### config.mk
export PLATFORM = sky130hd
export DESIGN_NAME = lsu_ram_bridge
export DESIGN_NICKNAME = d
export VERILOG_FILES = /design/src/rtl/lsu_ram_bridge.sv
export SDC_FILE = /design/constraint.sdc
export NUM_CORES = 1
export LEC_CHECK = 0
export ABC_AREA = 1
export BUFFER_PORTS_ARGS = -buffer_cell sky130_fd_sc_hd__buf_4
export CORE_ASPECT_RATIO = 0.6
export CORE_MARGIN = 1.5
export CORE_UTILIZATION = 40
export DETAILED_ROUTE_END_ITERATION = 10
export GPL_TIMING_DRIVEN = 0
export HOLD_SLACK_MARGIN = 0.06
export PLACE_DENSITY = 0.78
export SETUP_SLACK_MARGIN = 0.15
export SLEW_MARGIN = 20
export SYNTH_ARGS = -nofsm -noshare
export SYNTH_HDL_FRONTEND = slang
export SYNTH_SLANG_ARGS = --single-unit
### constraint.sdc
create_clock -name clk -period 1.85 [get_ports clk]
set_input_delay 0.185 -clock clk [delete_from_list [all_inputs] [get_ports clk]]
set_output_delay 0.185 -clock clk [all_outputs]
set_load 0.02 [all_outputs]
### src/rtl/lsu_ram_bridge.sv
// Load/store bridge from the core request handshake to the byte-banked data RAM.
// Optional macro LSU_UNALIGNED_SPLIT_EN turns misaligned half/word accesses into byte sequences.
//
//   state  | meaning
//   IDLE   | req_ready high, waiting for a request
//   ACCESS | RAM inputs held; read captured on negedge, write at closing posedge
//   RESP   | one-cycle response pulse
module lsu_ram_bridge #(
    parameter logic [31:0] ADDR_BASE = 32'h2000_0000,
    parameter int          ADDR_BITS = 10
) (
    input  logic                 clk,
    input  logic                 rst,
    input  logic                 req_valid,
    output logic                 req_ready,
    input  logic                 req_write,
    input  logic [1:0]           req_size,
    input  logic                 req_signed,
    input  logic [31:0]          req_addr,
    input  logic [31:0]          req_wdata,
    output logic                 resp_valid,
    output logic [31:0]          resp_rdata,
    output logic                 resp_fault,
    output logic [1:0]           ram_size,
    output logic                 ram_we,
    output logic [ADDR_BITS-1:0] ram_addr,
    output logic [31:0]          ram_wdata,
    input  logic [31:0]          ram_rdata
);

    localparam logic [1:0] S_IDLE   = 2'd0;
    localparam logic [1:0] S_ACCESS = 2'd1;
    localparam logic [1:0] S_RESP   = 2'd2;

    localparam logic [31:0] WIN_LAST = (32'd1 << ADDR_BITS) - 32'd1;

    logic [1:0]  state;
    logic        is_write;
    logic        is_signed;
    logic [1:0]  size_q;
    logic [31:0] off;
    logic [1:0]  nbytes_m1;
    logic        misaligned;
    logic        out_of_range;
    logic        fault;
    logic [31:0] ld_data;

`ifdef LSU_UNALIGNED_SPLIT_EN
    logic        split_q;
    logic [1:0]  cnt;
    logic [1:0]  cnt_nx;
    logic [1:0]  last;
    logic [31:0] wdata_q;
    logic [31:0] acc_q;
    logic [31:0] merged;

    assign cnt_nx  = cnt + 2'd1;
    assign merged  = acc_q | ({24'b0, ram_rdata[7:0]} << {cnt, 3'b000});
    assign ld_data = split_q ? merged : ram_rdata;
`else
    assign ld_data = ram_rdata;
`endif

    function automatic logic [31:0] extend(input logic [31:0] d, input logic [1:0] sz,
                                           input logic sgn);
        case (sz)
            2'b00:   return sgn ? {{24{d[7]}}, d[7:0]} : {24'b0, d[7:0]};
            2'b01:   return sgn ? {{16{d[15]}}, d[15:0]} : {16'b0, d[15:0]};
            default: return d;
        endcase
    endfunction

    // The range check covers the last byte touched, so a word straddling the
    // window end is rejected even when its first byte is inside.
    always_comb begin
        off = req_addr - ADDR_BASE;
        case (req_size)
            2'b01:   nbytes_m1 = 2'd1;
            2'b10:   nbytes_m1 = 2'd3;
            default: nbytes_m1 = 2'd0;
        endcase
        misaligned   = (req_size == 2'b01 && req_addr[0]) ||
                       (req_size == 2'b10 && req_addr[1:0] != 2'b00);
        out_of_range = off > (WIN_LAST - {30'b0, nbytes_m1});
`ifdef LSU_UNALIGNED_SPLIT_EN
        fault = (req_size == 2'b11) || out_of_range;
`else
        fault = (req_size == 2'b11) || out_of_range || misaligned;
`endif
    end

    always_ff @(posedge clk) begin
        if (rst) begin
            state      <= S_IDLE;
            req_ready  <= 1'b0;
            is_write   <= 1'b0;
            is_signed  <= 1'b0;
            size_q     <= 2'b00;
            resp_valid <= 1'b0;
            resp_rdata <= 32'b0;
            resp_fault <= 1'b0;
            ram_size   <= 2'b00;
            ram_we     <= 1'b0;
            ram_addr   <= '0;
            ram_wdata  <= 32'b0;
`ifdef LSU_UNALIGNED_SPLIT_EN
            split_q    <= 1'b0;
            cnt        <= 2'd0;
            last       <= 2'd0;
            wdata_q    <= 32'b0;
            acc_q      <= 32'b0;
`endif
        end else begin
            resp_valid <= 1'b0;
            case (state)
                S_IDLE: begin
                    resp_rdata <= 32'b0;
                    resp_fault <= 1'b0;
                    if (req_valid && req_ready) begin
                        req_ready <= 1'b0;
                        is_write  <= req_write;
                        is_signed <= req_signed;
                        size_q    <= req_size;
                        if (fault) begin
                            state      <= S_RESP;
                            resp_valid <= 1'b1;
                            resp_fault <= 1'b1;
                        end else begin
                            state    <= S_ACCESS;
                            ram_we   <= req_write;
                            ram_addr <= off[ADDR_BITS-1:0];
`ifdef LSU_UNALIGNED_SPLIT_EN
                            split_q   <= misaligned;
                            cnt       <= 2'd0;
                            last      <= nbytes_m1;
                            wdata_q   <= req_wdata;
                            acc_q     <= 32'b0;
                            ram_size  <= misaligned ? 2'b00 : req_size;
                            ram_wdata <= misaligned ? {24'b0, req_wdata[7:0]} : req_wdata;
`else
                            ram_size  <= req_size;
                            ram_wdata <= req_wdata;
`endif
                        end
                    end else begin
                        req_ready <= 1'b1;
                    end
                end
                S_ACCESS: begin
`ifdef LSU_UNALIGNED_SPLIT_EN
                    if (split_q && cnt != last) begin
                        cnt       <= cnt_nx;
                        acc_q     <= merged;
                        ram_addr  <= ram_addr + ADDR_BITS'(1);
                        ram_wdata <= {24'b0, wdata_q[{cnt_nx, 3'b000} +: 8]};
                    end else begin
`else
                    begin
`endif
                        ram_we     <= 1'b0;
                        state      <= S_RESP;
                        resp_valid <= 1'b1;
                        resp_rdata <= is_write ? 32'b0 : extend(ld_data, size_q, is_signed);
                    end
                end
                S_RESP: begin
                    state      <= S_IDLE;
                    req_ready  <= 1'b1;
                    resp_rdata <= 32'b0;
                    resp_fault <= 1'b0;
                end
                default: begin
                    state     <= S_IDLE;
                    req_ready <= 1'b0;
                end
            endcase
        end
    end

endmodule
==> metrics.md, run 1 <==
| Metric | Value |
|---|---|
| Status | finished, final reports clean |
| Async S/R FF share, synth | 0 |
| Average wire per standard cell | 12.5 um |
| Tmin final | 1.53 ns |
| Gpl congestion | 0.839 |
| Final Util | 0.656 |
| Synth Register Bits | 86 |
| Worst Hold Depth | 3 |
| CTS Sinks | 86 |
| Post-synthesis sequential area ratio | 0.469 |
| Worst Path Max Fanout | 3 |
| Hold Path Class | in -> reg |
| Syn avg cell area | 6.80 um2 |
| Die ar. | 9780 um2 |
| Sw Pwr | 0.898 mW |
| Critical path launch point type | input port |
| Ys Warns | 0 |
| Leakage | 2.93 nW |
| Clock Tree Root | clkbuf_16 |
| Number of remaining DRC errors | 0 |
| Largest family of logic cells by synthesized area | simple AND/OR/NAND/NOR gates |
| Post-layout nets | 857 |
| H-tree Lvls | 3 |
| Flop pwr share | 0.452 |
| Pint | 3.24 mW |
| Die Width | 127 um |
| EDFF count, synth | 0 |
| Routed Wire Length | 10800 um |
| Routed via count | 3919 |
| Layout Skew | 0.00651 ns |
| Relative slew slack | 0.651 |
| Worst-path cell chain | buf_4 -> inv_4 -> ha_4 -> ha_4 -> nand2_1 -> nand3_1 -> nor2_1 -> nand3b_1 -> buf_4 -> buf_4 -> nand2_1 -> nand2_1 -> a21oi_1 |
| FILL cells | 766 |
| Clock latency on the worst-skew pair | 0.34 ns |
| Clock Tree Buf Depth | 2 |
| GR Util All Layers | 0.221 |
| Setup violators final | 0 |
| Post-Syn Instances | 540 |
| Most used DFF post-synth | dfxtp_1 |
| Row cnt | 26 |
| Antenna cell count | 0 |
| Vias per inst | 4.53 |
| Share of layout cells above drive strength 1 | 0.312 |
| Max-slew violations | 0 |
| Crit Path Class | in -> reg |
| TritonCTS clock tree | yes |
| Crit. End Element | flip-flop |
| CP bufs+invs | 4 |
| Levels on crit path | 13 |
| Post-Syn Nets | 649 |
| Post-synth top area cell | dfxtp_1 |
| Hold Slack | 0.0721 ns |
| CP max stage delay | 0.22 ns |
| R2r worst-path depth | 8 |
| Effective utilization at floorplan | 0.421 |
| Antenna violations before repair | 0 |
| Post-Synth Simple-Gate Area | 0.321 |
| Die height | 77.2 um |
| Setup slack after layout | 0.316 ns |
| Design area | 5720 um2 |
| Dpl hpwl | 8180 um |
| Placed Area | 5180 um2 |
| Crit path DAT | 1.80 ns |
| # IOs | 183 |
| Vias in the first global route | 3675 |
| VDD IR max | 0.650 mV |
| First-pass GRT wire length | 17200 um |
| Post-route ant nets | 0 |
| Post-synthesis mux area share | 0 |
| Library cells used by synthesis | 25 |
| Comb pwr share | 0.079 |
| Synth-to-layout area growth | 55.8% |
| Synth area leaders | dfxtp_1 47%, nand2_1 18%, nor2_1 11%, inv_1 5.8%, a21oi_1 5.0% |
| Yosys top cell area share | 0.469 |
| Synth Cell Area | 3670 um2 |
| DR iter-0 viols | 192 |
| Reg clk slew, reported paths | 0.07 ns |
| Fmax | 0.652 GHz |
| Total grt overflow | 0 |
| Setup WS pre-CTS | -0.289 ns |
| Worst slew pin tran | 0.524 ns |
| Largest net degree at the start of global routing | 16 |
| Final Hold Vio Count | 0 |
| Xor-xnor portion of the synthesized cell area | 0 |
| Slowest CP cell | ha_4 |
| CP required | 2.12 ns |
| Core region area | 8720 um2 |
| RSZ-0062 raised after global routing | false |
| Power Dens Cells | 723 nW/um2 |
| Clock Power Share | 0.469 |
| Total clock buffers created by CTS | 9 |
| Post-Synth Adder-Cell Area | 0.0205 |
| Port Buf Inserts | 182 |
| Switching share of total power | 0.217 |
| Delay-heaviest family, CP | simple AND/OR/NAND/NOR gates |
| Complex-gate fraction of the synthesized area | 0.0897 |
| Drt pass-1 iters | 6 |
| Final Cycle Share | 0.829 |
| Max_cap viols | 0 |
-- synthesized netlist by cell type, drive strengths merged, types with 2 or more instances --
cell type  instances
o21a               2
o21ai             20
nand2            176
clkbuf            13
buf               11
inv               62
a21oi             37
nor2             116
dfxtp             86
ha                 6
nand3              5
-- layout make-up --
| type | count | area [um2] | share of cell area |
|---|---|---|---|
| Sequential cell | 86 | 1720 | 0.301 |
| Multi-Input combinational cell | 368 | 1620 | 0.283 |
| Timing Repair Buffer | 197 | 1510 | 0.265 |
| Inverter | 62 | 240 | 0.0420 |
| Clock buffer | 9 | 225 | 0.0394 |
| Buffer | 24 | 159 | 0.0278 |
| Tap cell | 112 | 140 | 0.0245 |
| Clock inverter | 7 | 97.6 | 0.0171 |
-- final timing paths --
| check | end | from | slack [ns] |
|---|---|---|---|
| max | resp_valid | req_size[0] | 0.32 |
| min | ram_wdata[1] | req_wdata[1] | 0.07 |
| max reg2reg | resp_rdata[24] | size_q[1] | 0.32 |
| min reg2reg | resp_rdata[2] | resp_rdata[2] | 0.46 |
-- cells by family (layout without fill, tap and decap cells) --
logic type / after synthesis / after routing
buf+inv: 86 / 299
simple gates: 301 / 301
flops: 86 / 86
fa+ha+maj: 6 / 6
compound gates: 61 / 61
-- metrics by stage --
step                power [mW]  instances  setup TNS [ns]
floorplan                 2.00        540               0
global placement          2.21        834           -9.74
detailed placement        2.21        834          -10.92
CTS                       4.17        858               0
global route              4.29        865               0
finish                    4.14        865               0
-- worst reg2reg max path: stages (launching register included) --
cell     delay [ns]
dfxtp_1        0.33
inv_4          0.12
nand2_4        0.11
nor2_1         0.13
inv_2          0.11
a31oi_4        0.29
buf_6          0.17
o21ai_1        0.07
a21oi_1        0.14
-- layout by cell type (no fill, tap or decap) --
cell and n:
buf_4 192, nand2_1 175, nor2_1 112, dfxtp_1 85
inv_1 55, a21oi_1 37, clkbuf_1 12, o21ai_1 10
o21ai_0 10, clkbuf_16 10, dlygate4sd3_1 7, inv_2 4
nand3_1 4, buf_6 4, ha_1 4, inv_4 3
nor2_2 3, buf_8 2, o21a_1 2, ha_4 2
clkinvlp_4 2, bufinv_16 2, nand2_4 1, nor2_8 1
buf_2 1, nand4_1 1, o21bai_1 1, nand3b_1 1
nand3_4 1, buf_1 1, a31oi_4 1, nor3_1 1
or2_2 1, clkbuf_4 1, clkinv_2 1, clkinv_4 1
inv_6 1, dfxtp_2 1
-- power by group through the flow --
| stage | clock network (mW) | logic, mW | registers (mW) |
|---|---|---|---|
| 6_report | 1.94 | 0.328 | 1.87 |
| 3_5_place_dp | 0 | 0.301 | 1.91 |
| 3_3_place_gp | 0 | 0.295 | 1.91 |
| 4_1_cts | 1.99 | 0.315 | 1.87 |
| 2_1_floorplan | 0 | 0.0910 | 1.91 |
| 5_1_grt | 2.06 | 0.360 | 1.87 |
-- timing repair --
action                     CTS  global route
hold buffers                 7             0
pin swaps                    0             8
hold endpoints to repair     7             0
buffers inserted             1             6
setup endpoints to repair   39            54
gates resized for setup      3            19
cloned                       0             1
-- layer usage --
metal  track usage  part of all wire  vias to the layer above
met5             0                 0                        -
met4        0.0602            0.0096                        0
met3        0.0705             0.076                       11
met2         0.380              0.47                      131
met1         0.268              0.44                     1733
li1              -                 -                     2044
-- registers in the layout, indices dropped and copies added, names as in the netlist --
register and cells:
size_q 2, resp_fault 1, resp_rdata 32, ram_we 1, ram_wdata 32, resp_valid 1, is_write 1, state 2
ram_size 2, ram_addr 10, req_ready 1, is_signed 1
Note: power is estimated with default switching activity, not from simulation.
==> run 2: changes to the inputs <==
==> constraint.sdc (replaced) <==
create_clock -name clk -period 1.3 [get_ports clk]
set_input_delay 0.13 -clock clk [delete_from_list [all_inputs] [get_ports clk]]
set_output_delay 0.13 -clock clk [all_outputs]
set_load 0.02 [all_outputs]
==> metrics.md, run 2 (synthesized netlist as in run 1, its figures left out) <==
| Metric | Value |
|---|---|
| Crit path DAT | 1.84 ns (+0.04 ns) |
| # IOs | 183 (unchanged) |
| Core region area | 8720 um2 (unchanged) |
| DR iter-0 viols | 186 (-3.1%) |
| Post-layout nets | 929 (+8.4%) |
| Final Hold Vio Count | 0 (unchanged) |
| Final Util | 0.824 (+0.168) |
| Die height | 77.2 um (unchanged) |
| Biggest regs | ram_wdata: 32 flops, resp_rdata: 32 flops, ram_addr: 10 flops |
| Hold Path Class | in -> reg |
| Max_cap viols | 0 (unchanged) |
| Status | complete, but fails checks |
| Routed via count | 4744 (+21%) |
| Row cnt | 26 (unchanged) |
| Vias per inst | 5.06 (+12%) |
| GR Util met1 | 0.344 (+0.0761) |
| Gpl congestion | 0.790 (-5.8%) |
| Layout Skew | 0.00407 ns (-0.00245 ns) |
| Worst Hold Launch | req_addr[7] |
| Synth-to-layout area growth | 95.8% |
| Power Dens Cells | 851 nW/um2 (+18%) |
| Share of layout cells above drive strength 1 | 0.491 (+0.179) |
| Worst slew pin tran | 0.750 ns (+0.226 ns) |
| Largest net degree at the start of global routing | 16 (unchanged) |
| Relative slew slack | 0.500 (-0.151) |
| GR peak layer | met2 |
| Critical path launch point type | input port |
| Total clock buffers created by CTS | 9 (unchanged) |
| FILL cells | 508 (-34%) |
| CP required | 1.53 ns (-0.59 ns) |
| Routed Wire Length | 16000 um (+48%) |
| Clock Tree Buf Depth | 2 (unchanged) |
| Reg clk slew, reported paths | 0.07 ns (about the same) |
| Number of remaining DRC errors | 0 (unchanged) |
| Die ar. | 9780 um2 (unchanged) |
| Commonest non-fill, non-tap cells in the layout | 193 x buf_4, 106 x nand2_1, 83 x nor2_1 |
| First-pass GRT wire length | 21300 um (+24%) |
| Dpl hpwl | 8310 um (+1.6%) |
| Drt pass-1 iters | 5 (-1) |
| Fmax | 0.622 GHz |
| Failing checks | setup timing |
| TritonCTS clock tree | yes |
| RSZ-0062 raised after global routing | true |
| Clock Tree Root | clkbuf_16 |
| Worst Path Max Fanout | 10 (+7) |
| CTS Sinks | 86 (unchanged) |
| Clock latency on the worst-skew pair | 0.33 ns (about the same) |
| Antenna violations before repair | 0 (unchanged) |
| Crit. End Element | flip-flop |
| Leakage | 3.45 nW (+18%) |
| GR Util All Layers | 0.273 (+0.0525) |
| Final Cycle Share | 1.24 |
| Effective utilization at floorplan | 0.421 (unchanged) |
| Total grt overflow | 0 (unchanged) |
| Post-route ant nets | 0 (unchanged) |
| Crit Path Class | in -> reg |
| Die Width | 127 um (unchanged) |
| Tmin final | 1.61 ns |
| Vias in the first global route | 4416 (+20%) |
| Worst Setup SP | req_size[0] |
| Reg2reg start | state[0] |
| GR Util met2 | 0.468 (+0.0880) |
| Antenna cell count | 0 (unchanged) |
| Average wire per standard cell | 17.1 um (+37%) |
| VDD IR max | 0.902 mV (+39%) |
| H-tree Lvls | 3 (unchanged) |
| Met3 Use GR | 0.0600 (-0.0105) |
| Commonest non-fill, non-tap cell in the layout | buf_4 |
| Port Buf Inserts | 182 (unchanged) |
| Setup violators final | 80 (+80) |
| Setup slack after layout | -0.309 ns (-0.624 ns) |
| Max-slew violations | 0 (unchanged) |
| Setup WS pre-CTS | -0.643 ns (-0.353 ns) |
-- run 2: repair_timing --
item | in CTS | in global routing
hold buffers | 53 | 0
endpoints found under the hold margin | 54 | 0
buffers inserted | 18 | 8
gates resized for setup | 109 | 125
endpoints found under the setup margin | 81 | 83
gates cloned | 6 | 2
pin swaps | 31 | 58
-- run 2: layout make-up --
class | instances | area (um2) | area share
Multi-Input combinational cell | 368 | 2160 | 0.301
Tap cell | 112 | 140 | 0.0195
Sequential cell | 86 | 1730 | 0.241
Inverter | 62 | 250 | 0.0348
Clock inverter | 5 | 65.1 | 0.00905
Timing Repair Buffer | 269 | 2340 | 0.326
Buffer | 24 | 241 | 0.0336
Clock buffer | 11 | 253 | 0.0352
-- run 2: per-layer routing --
metal,vias to the layer above,wire (um),share of wire
met5,-,0,0
met2,250,7730,0.48
met4,0,842,0.053
met3,72,989,0.062
li1,2198,-,-
met1,2224,6450,0.40
-- run 2: final timing paths --
path	depth (start not counted)	endpoint	slack, ns
worst max-delay path	13	ram_wdata[21]	-0.31
worst min-delay path	3	ram_addr[7]	0.04
worst max register to register	9	resp_rdata[16]	-0.23
worst min register to register	2	resp_rdata[18]	0.47
-- run 2: metrics by stage --
| stage | total power [mW] | setup TNS (ns) | area [um2] | instances | hold slack, ns |
|---|---|---|---|---|---|
| after floorplan | 2.86 | -8.47 | 3720 | 540 | 0.233 |
| after CTS | 6.03 | -7.35 | 6660 | 927 | 0.0309 |
| after global routing | 6.29 | -20.13 | 7190 | 937 | 0.0630 |
| after detailed placement | 3.17 | -30.72 | 5220 | 834 | 0.348 |
| final | 6.11 | -16.74 | 7190 | 937 | 0.0372 |
| after global placement | 3.16 | -28.68 | 5220 | 834 | 0.349 |
-- run 2: report_power, final --
| part | total [mW] | internal [mW] | switching [mW] |
|---|---|---|---|
| Clock | 2.74 | 1.62 | 1.12 |
| Combinational | 0.714 | 0.401 | 0.313 |
| Sequential | 2.66 | 2.64 | 0.0161 |
| Total | 6.11 | 4.66 | 1.45 |
-- run 2: critical path, cell delays in order --
cell and delay, ns:
buf_8 0.11, inv_6 0.05, ha_4 0.20, ha_4 0.27
nand2_4 0.04, nand3_2 0.05, nor2_1 0.05, nand3b_1 0.21
nand3_4 0.17, buf_12 0.19, buf_8 0.14, nor2_1 0.14
nor2_1 0.07
